`config.mk`:
```
export PLATFORM = sky130hd
export DESIGN_NAME = des_decryption_iterative
export DESIGN_NICKNAME = d
export VERILOG_FILES = /design/src/rtl/des_decryption_iterative.sv
export SDC_FILE = /design/constraint.sdc
export NUM_CORES = 2
export LEC_CHECK = 0
export ABC_CLOCK_PERIOD_IN_PS = 7100
export BUFFER_PORTS_ARGS = -buffer_cell sky130_fd_sc_hd__buf_2
export CAP_MARGIN = 20
export CORE_MARGIN = 5
export CORE_UTILIZATION = 44
export DETAILED_ROUTE_END_ITERATION = 16
export HOLD_SLACK_MARGIN = 0.15
export PLACE_DENSITY_LB_ADDON = 0.1
export SETUP_SLACK_MARGIN = 0.1
export SYNTH_ARGS = -nofsm -noshare
export SYNTH_HDL_FRONTEND = slang
export SYNTH_SLANG_ARGS = --single-unit
```
`constraint.sdc`:
```
create_clock -name clk -period 7.1 [get_ports clk]
set_clock_uncertainty 0.15 [all_clocks]
set_input_delay 0 -clock clk [delete_from_list [all_inputs] [get_ports clk]]
set_output_delay 0 -clock clk [all_outputs]
set_load 0.01 [all_outputs]
```
`src/rtl/des_decryption_iterative.sv`:
```
// Iterative DES engine: one shared round function stepped 16 times between IP and IP^-1.
// With REVERSE_KEYS=1 the schedule runs K16..K1 (decrypt); with 0 it runs K1..K16 (encrypt).

module ip_permutation (
  input  logic [1:64] din,
  output logic [1:64] dout
);
  localparam int IP_T [64] = '{
    58, 50, 42, 34, 26, 18, 10, 2, 60, 52, 44, 36, 28, 20, 12, 4,
    62, 54, 46, 38, 30, 22, 14, 6, 64, 56, 48, 40, 32, 24, 16, 8,
    57, 49, 41, 33, 25, 17,  9, 1, 59, 51, 43, 35, 27, 19, 11, 3,
    61, 53, 45, 37, 29, 21, 13, 5, 63, 55, 47, 39, 31, 23, 15, 7};

  always_comb begin
    dout = '0;
    for (int i = 0; i < 64; i++) dout[i+1] = din[IP_T[i]];
  end
endmodule

module ip_inverse_permutation (
  input  logic [1:64] din,
  output logic [1:64] dout
);
  localparam int FP_T [64] = '{
    40, 8, 48, 16, 56, 24, 64, 32, 39, 7, 47, 15, 55, 23, 63, 31,
    38, 6, 46, 14, 54, 22, 62, 30, 37, 5, 45, 13, 53, 21, 61, 29,
    36, 4, 44, 12, 52, 20, 60, 28, 35, 3, 43, 11, 51, 19, 59, 27,
    34, 2, 42, 10, 50, 18, 58, 26, 33, 1, 41,  9, 49, 17, 57, 25};

  always_comb begin
    dout = '0;
    for (int i = 0; i < 64; i++) dout[i+1] = din[FP_T[i]];
  end
endmodule

module des_roundfunction (
  input  logic        clk,
  input  logic        rst_n,
  input  logic        start,
  input  logic [1:32] l_in,
  input  logic [1:32] r_in,
  input  logic [1:48] kn,
  output logic [1:32] l_out,
  output logic [1:32] r_out,
  output logic        done
);
  localparam int E_T [48] = '{
    32,  1,  2,  3,  4,  5,  4,  5,  6,  7,  8,  9,  8,  9, 10, 11,
    12, 13, 12, 13, 14, 15, 16, 17, 16, 17, 18, 19, 20, 21, 20, 21,
    22, 23, 24, 25, 24, 25, 26, 27, 28, 29, 28, 29, 30, 31, 32,  1};

  localparam int P_T [32] = '{
    16,  7, 20, 21, 29, 12, 28, 17,  1, 15, 23, 26,  5, 18, 31, 10,
     2,  8, 24, 14, 32, 27,  3,  9, 19, 13, 30,  6, 22, 11,  4, 25};

  // One entry per S-box row (box*4 + row); column c is the nibble at bits [63-4c -: 4].
  localparam logic [63:0] SBOX [32] = '{
    64'hE4D12FB83A6C5907, 64'h0F74E2D1A6CB9538, 64'h41E8D62BFC973A50, 64'hFC8249175B3EA06D,
    64'hF18E6B34972DC05A, 64'h3D47F28EC01A69B5, 64'h0E7BA4D158C6932F, 64'hD8A13F42B67C05E9,
    64'hA09E63F51DC7B428, 64'hD709346A285ECBF1, 64'hD6498F30B12C5AE7, 64'h1AD069874FE3B52C,
    64'h7DE3069A1285BC4F, 64'hD8B56F03472C1AE9, 64'hA690CB7DF13E5284, 64'h3F06A1D8945BC72E,
    64'h2C417AB6853FD0E9, 64'hEB2C47D150FA3986, 64'h421BAD78F9C5630E, 64'hB8C71E2D6F09A453,
    64'hC1AF92680D34E75B, 64'hAF427C9561DE0B38, 64'h9EF528C3704A1DB6, 64'h432C95FABE17608D,
    64'h4B2EF08D3C975A61, 64'hD0B7491AE35C2F86, 64'h14BDC37EAF680592, 64'h6BD814A7950FE23C,
    64'hD2846FB1A93E50C7, 64'h1FD8A374C56B0E92, 64'h7B419CE206ADF358, 64'h21E74A8DFC90356B};

  function automatic logic [1:32] f_func(input logic [1:32] r, input logic [1:48] k);
    logic [1:48] x;
    logic [1:32] s;
    logic [5:0]  b;
    logic [63:0] row;
    logic [1:32] f;
    x = '0;
    s = '0;
    f = '0;
    for (int i = 0; i < 48; i++) x[i+1] = r[E_T[i]] ^ k[i+1];
    for (int j = 0; j < 8; j++) begin
      b   = x[6*j+1 +: 6];
      row = SBOX[j*4 + int'({b[5], b[0]})];
      s[4*j+1 +: 4] = row[63 - 4*int'(b[4:1]) -: 4];
    end
    for (int i = 0; i < 32; i++) f[i+1] = s[P_T[i]];
    return f;
  endfunction

  logic [1:32] l_out_q, l_out_d;
  logic [1:32] r_out_q, r_out_d;
  logic        done_q,  done_d;

  always_comb begin
    l_out_d = l_out_q;
    r_out_d = r_out_q;
    done_d  = start;
    if (start) begin
      l_out_d = r_in;
      r_out_d = l_in ^ f_func(r_in, kn);
    end
  end

  always_ff @(posedge clk) begin
    if (!rst_n) begin
      l_out_q <= '0;
      r_out_q <= '0;
      done_q  <= 1'b0;
    end else begin
      l_out_q <= l_out_d;
      r_out_q <= r_out_d;
      done_q  <= done_d;
    end
  end

  assign l_out = l_out_q;
  assign r_out = r_out_q;
  assign done  = done_q;
endmodule

module des_decryption_iterative #(
  parameter int REVERSE_KEYS = 1,
  parameter int ROUNDS       = 16
) (
  input  logic         clk,
  input  logic         rst,
  input  logic         start,
  output logic         ready,
  input  logic [1:64]  ciphertext,
  input  logic [1:768] round_keys,
  output logic         busy,
  output logic         done,
  output logic [1:64]  result
);
  typedef enum logic [1:0] {S_IDLE, S_RSTART, S_RWAIT} state_t;

  state_t       state_q,  state_d;
  logic [3:0]   cnt_q,    cnt_d;
  logic [1:32]  l_q,      l_d;
  logic [1:32]  r_q,      r_d;
  logic [1:768] keys_q,   keys_d;
  logic [1:64]  result_q, result_d;
  logic         done_q,   done_d;

  logic [1:64]  ip_out;
  logic [1:64]  fp_out;
  logic [3:0]   key_sel;
  logic [9:0]   key_base;
  logic [1:48]  kn;
  logic         rf_start;
  logic         rf_rst_n;
  logic [1:32]  rf_l;
  logic [1:32]  rf_r;
  logic         rf_done;

  ip_permutation u_ip (
    .din  (ciphertext),
    .dout (ip_out)
  );

  // Final swap is folded in here: the output permutation sees {R16, L16}.
  ip_inverse_permutation u_fp (
    .din  ({rf_r, rf_l}),
    .dout (fp_out)
  );

  always_comb begin
    key_sel  = (REVERSE_KEYS != 0) ? (4'd15 - cnt_q) : cnt_q;
    key_base = 10'(key_sel) * 10'd48 + 10'd1;
    kn       = keys_q[key_base +: 48];
  end

  assign rf_rst_n = ~rst;

  des_roundfunction u_rf (
    .clk   (clk),
    .rst_n (rf_rst_n),
    .start (rf_start),
    .l_in  (l_q),
    .r_in  (r_q),
    .kn    (kn),
    .l_out (rf_l),
    .r_out (rf_r),
    .done  (rf_done)
  );

  always_comb begin
    state_d  = state_q;
    cnt_d    = cnt_q;
    l_d      = l_q;
    r_d      = r_q;
    keys_d   = keys_q;
    result_d = result_q;
    done_d   = 1'b0;
    rf_start = 1'b0;
    case (state_q)
      S_IDLE: begin
        if (start) begin
          l_d     = ip_out[1:32];
          r_d     = ip_out[33:64];
          keys_d  = round_keys;
          cnt_d   = 4'd0;
          state_d = S_RSTART;
        end
      end
      S_RSTART: begin
        rf_start = 1'b1;
        state_d  = S_RWAIT;
      end
      S_RWAIT: begin
        if (rf_done) begin
          l_d = rf_l;
          r_d = rf_r;
          // Terminal compare precedes the increment, so the 4-bit counter never wraps.
          if (cnt_q == 4'(ROUNDS - 1)) begin
            result_d = fp_out;
            done_d   = 1'b1;
            state_d  = S_IDLE;
          end else begin
            cnt_d   = cnt_q + 4'd1;
            state_d = S_RSTART;
          end
        end
      end
      default: state_d = S_IDLE;
    endcase
  end

  always_ff @(posedge clk) begin
    if (rst) begin
      state_q  <= S_IDLE;
      cnt_q    <= '0;
      l_q      <= '0;
      r_q      <= '0;
      keys_q   <= '0;
      result_q <= '0;
      done_q   <= 1'b0;
    end else begin
      state_q  <= state_d;
      cnt_q    <= cnt_d;
      l_q      <= l_d;
      r_q      <= r_d;
      keys_q   <= keys_d;
      result_q <= result_d;
      done_q   <= done_d;
    end
  end

  assign ready  = (state_q == S_IDLE);
  assign busy   = (state_q != S_IDLE);
  assign done   = done_q;
  assign result = result_q;
endmodule

```
==> results of run 1 <==
==> Yosys cell counts (all sizes together) (10+ instances only) <==
| cell type | count | share of area, % |
|---|---|---|
| or2 | 12 | 0.13 |
| inv | 61 | 0.39 |
| xnor2 | 42 | 0.71 |
| a2111oi | 11 | 0.18 |
| clkbuf | 384 | 2.4 |
| or3 | 17 | 0.18 |
| a21oi | 939 | 7.9 |
| ha | 51 | 1.1 |
| and2 | 29 | 0.31 |
| nor3 | 73 | 0.62 |
| buf | 243 | 3.0 |
| nor4 | 15 | 0.16 |
| a211oi | 59 | 0.81 |
| xor2 | 20 | 0.29 |
| a22oi | 22 | 0.28 |
| a211o | 23 | 0.34 |
| o31ai | 26 | 0.33 |
| and3 | 37 | 0.39 |
| o211ai | 49 | 0.65 |
| mux2i | 207 | 3.5 |
| nand3b | 25 | 0.32 |
| mux4 | 541 | 21 |
| or4 | 10 | 0.13 |
| o22ai | 19 | 0.20 |
| a221o | 15 | 0.25 |
| nor2 | 211 | 1.3 |
| nand4 | 22 | 0.23 |
| nand3 | 102 | 0.86 |
| o21ai | 86 | 0.72 |
| a221oi | 49 | 0.75 |
| mux2 | 30 | 0.57 |
| a31oi | 32 | 0.34 |
| o2111ai | 14 | 0.21 |
| nand2 | 2072 | 13 |
| nand2b | 13 | 0.14 |
| a311oi | 76 | 1.1 |
| dfxtp | 968 | 33 |
| o311ai | 11 | 0.17 |
==> metrics by stage <==
step | setup slack [ns] | hold slack [ns]
detailed placement | 0.877 | 0.0967
floorplan | 0.773 | -0.0140
global placement | 0.934 | 0.0920
==> cell families after synthesis <==
logic type      Yosys count  share of synthesized area, %
simple gates           2666                          18.2
compound gates         1558                          16.3
buf+inv                 692                          5.86
xor+xnor                 64                          1.08
flops                   968                          32.6
mux                     778                          24.8
fa+ha+maj                53                          1.12
==> flow_summary.toml, run 1 <==
[status]
status = "did not finish"
lastStage = "clock tree synthesis"
tool.error = "[ERROR RSZ-0060] Max buffer count reached."

[placed_design]
port_buffers = 901
dpl.cell_count = 8970
gp_congestion = 1.03
hpwl_mm = 229
place_area_um2 = 64500

[yosys]
synth_seq_area_share_pct = 32.6
synth.avg_cell_area_um2 = 8.77
synthCells = 6779
yosysWarnings = 0
ys_ff_latch = 968
ys_async_sr_fraction_pct = 0
synth_edf_count = 0
syn_area_um2 = 59400
dominantRegCellSynth = "dfxtp_1"
ys_types = 109
synth.net_count = 7666

[clock_tree]
numCtsBuffers = 107
cts_max_level = 3
clock-sinks = 968
root_buffer = "clkbuf_16"
ctsResizeCount = 0
cts-hold-fix-buffers = 1836
post_cts_buffers = 0
cts_max_path_buffers = 3

[floorplanning]
die_h_um = 378
die_x_um = 378
ios = 902
rows = 134
start_util_pct = 44.4
==> run 2, diff against run 1 <==
--- a/config.mk
+++ b/config.mk
@@ -9,11 +9,9 @@
 export BUFFER_PORTS_ARGS = -buffer_cell sky130_fd_sc_hd__buf_2
 export CAP_MARGIN = 20
 export CORE_MARGIN = 5
-export CORE_UTILIZATION = 44
+export CORE_UTILIZATION = 29
 export DETAILED_ROUTE_END_ITERATION = 16
-export HOLD_SLACK_MARGIN = 0.15
-export PLACE_DENSITY_LB_ADDON = 0.1
-export SETUP_SLACK_MARGIN = 0.1
+export PLACE_DENSITY_LB_ADDON = 0.15
 export SYNTH_ARGS = -nofsm -noshare
 export SYNTH_HDL_FRONTEND = slang
 export SYNTH_SLANG_ARGS = --single-unit
==> run 2 against run 1 <==
Compared with the run above:
- the run now ends clean
- synthesized cell count is the same
- area after synthesis unchanged
==> flow_summary.toml, run 2 <==
[status]
status = "complete, no violations"

[yosys]
yosysWarnings = 0
synth_seq_area_share_pct = 32.6
dominantRegCellSynth = "dfxtp_1"
synth_edf_count = 0
synth_most_common_cell = "nand2_1"
ys_top_cells_by_count = "nand2_1, dfxtp_1, a21oi_1"
yosysTopAreaCellShare_pct = 32.6
synth.area.top_cells = "dfxtp_1, mux4_2, nand2_1"
yosysTopAreaCell = "dfxtp_1"
ys_ff_latch = 968
synth.avg_cell_area_um2 = 8.77
ys_async_sr_fraction_pct = 0
ys_types = 109
synth.net_count = 7666
syn_area_um2 = 59400
synthCells = 6779

[floorplanning]
start_util_pct = 29.1
ios = 902
fp.coreArea_um2 = 204000
rows = 166
dieArea_um2 = 214000
die_x_um = 463
die_h_um = 463

[run]
maxCapViolCount = 0

[clock_tree]
cts_max_level = 3
worstSkewPairLatency_ns = 0.83
numCtsBuffers = 116
path_clk_slew_ns = 0.07
cts_max_path_buffers = 3
clock-sinks = 968
root_buffer = "clkbuf_16"
cts_tree = "built"

[critical_path]
critical_path_class = "reg -> reg"
path_cells = "inv_1 -> ha_4 -> inv_1 -> fa_4 -> buf_12 -> mux4_2 -> mux4_2 -> nor2_1 -> a2bb2oi_2 -> xnor2_1 -> inv_1 -> ha_1 -> or2_2 -> mux4_2 -> o22ai_1 -> a211oi_2 -> xnor2_1 -> a211oi_1"
path_max_fanout = 57
crit_required_ns = 7.61
worst-path-buf-inv = 4
crit_path_end_kind = "register"
arrival_ns = 7.33
slowest_delay_ns = 1.09
critPathLaunchType = "register"
r2r-start = "cnt_q[1]"
cp-startpoint = "cnt_q[1]"
slowest_stage = "fa_4"
path_delay_family = "adder cells"

[detailed_routing]
wl_per_cell_um = 30.8
ant_nets = 0
drtIter0Drc = 7590
detail_route.first_pass.iterations = 6
num_vias = 68500
via_per_inst = 5.71
drt-total-wl_mm = 370
route.detailed.drc = 0

[timing]
setup_viol = 0
hold_violations = 0
fin_crit_ns = 6.82
tightest_slew_ns = 1.24
fin_setup_tns_ns = 0
rsz0062_at_grt = "no"
slew_violations = 0
min_period_over_period_pct = 96.0
clock.fmax_mhz = 147
relSlewSlack_pct = 17.5

[global_route]
grt-busiest-layer = "met2"
grt_pass1_wl_mm = 514
grt_max_degree = 216
antenna_found_initial = 49
gr-total-overflow = 0
met1_usage_pct = 43.2
first_global_vias = 66700
grt_use_total_pct = 33.0
grtUsageMet2_pct = 50.0
grt.met3_usage_pct = 7.28

[finish]
seq_area_um2 = 19400
n_fill_cell = 19600
area.growth.synth_to_final_pct = 48.5
drive_gt1_share_pct = 20.2
nets = 10000
multi_input_area_um2 = 36700
layout_common_cells = "nand2_1, dlygate4sd3_1, dfxtp_1"
regMostFlops = "keys_q"
largest_reg_flops = 768
final_common_cell = "nand2_1"

[worst_hold_path]
worstHoldStart = "round_keys[98]"
hold_class = "in -> reg"

[power_and_ir_drop]
leakagePower_nw = 33.3
p_per_area_nw_per_um2 = 196
vdd_drop_max_v = 0.000238
totalPowerFinal_w = 0.0173

[placed_design]
gp_congestion = 0.982
port_buffers = 901
hpwl_mm = 271
-- run 2: cell counts after synthesis --
No cell type changed its count.
-- run 2: kinds of logic after synthesis --
group	after synthesis	synth area share [%]
and+or+nand+nor	2666	18.2
AOI/OAI and AO/OA	1558	16.3
DFF	968	32.6
muxes	778	24.8
buffers and inverters	692	5.86
xor gates and xnor gates	64	1.08
adders and majority gates	53	1.12
-- run 2: final timing paths --
kind / end / slack (ns) / depth (start not counted)
min: keys_q[98] / 0.03 / 4
max reg2reg: u_rf.r_out[8] / 0.28 / 18
min reg2reg: result[52] / 0.29 / 2
max: u_rf.r_out[8] / 0.28 / 18
-- run 2: report_power, final --
group          leakage, nW  internal (W)  switching (W)  total (W)
combinational         23.4       0.00200        0.00241    0.00441
sequential            7.94       0.00580       0.000689    0.00649
clock                 1.94       0.00365        0.00273    0.00638
total                 33.3        0.0114        0.00583     0.0173
-- run 2: final cells by class --
| type | instances | area share (%) |
|---|---|---|
| multi-input combinational | 5119 | 41.6 |
| timing repair buffer | 2894 | 27.7 |
| sequential | 968 | 22.0 |
| tap | 2688 | 3.81 |
| clock buffer | 163 | 3.77 |
| clock inverter | 52 | 0.763 |
| inverter | 63 | 0.272 |
| antenna | 52 | 0.147 |
-- run 2: stage by stage --
stage | area [um^2] | utilization, % | hold WS [ns] | worst slack (ns) | std cells
floorplan | 59400 | - | -0.0140 | 0.773 | 6779
global placement | 65800 | 32.2 | 0.0945 | 0.452 | 9905
detailed placement | 65800 | 32.2 | 0.0968 | 0.294 | 9907
CTS | 88100 | 43.1 | 0.000871 | 0.227 | 11900
global route | 88200 | 43.1 | 0.00433 | 0.197 | 12000
finish | 88300 | 43.2 | 0.0341 | 0.281 | 12000
-- run 2: worst reg2reg max path, delay by kind of cell (launching register included) --
| family | cells | cell delay, ns |
|---|---|---|
| simple gates | 2 | 0.79 |
| compound gates | 4 | 0.82 |
| fa+ha+maj | 3 | 1.59 |
| mux | 3 | 1.46 |
| buf+inv | 4 | 0.90 |
| xor+xnor | 2 | 0.57 |
| flops | 1 | 0.37 |
-- run 2: layer usage --
layer,routed length (um),part of all wire [%]
met2,160000,43
met4,26100,7.1
met1,154000,41
met3,30100,8.1
met5,84,0.023
-- run 2: timing repair --
action / in CTS / in global routing
endpoints found under the setup margin: 0 / 1
setup buffers: 0 / 1
hold buffers: 1822 / 0
endpoints found under the hold margin: 878 / 0
resized for setup: 0 / 1
No activity file was read; power rests on OpenSTA's default activity.
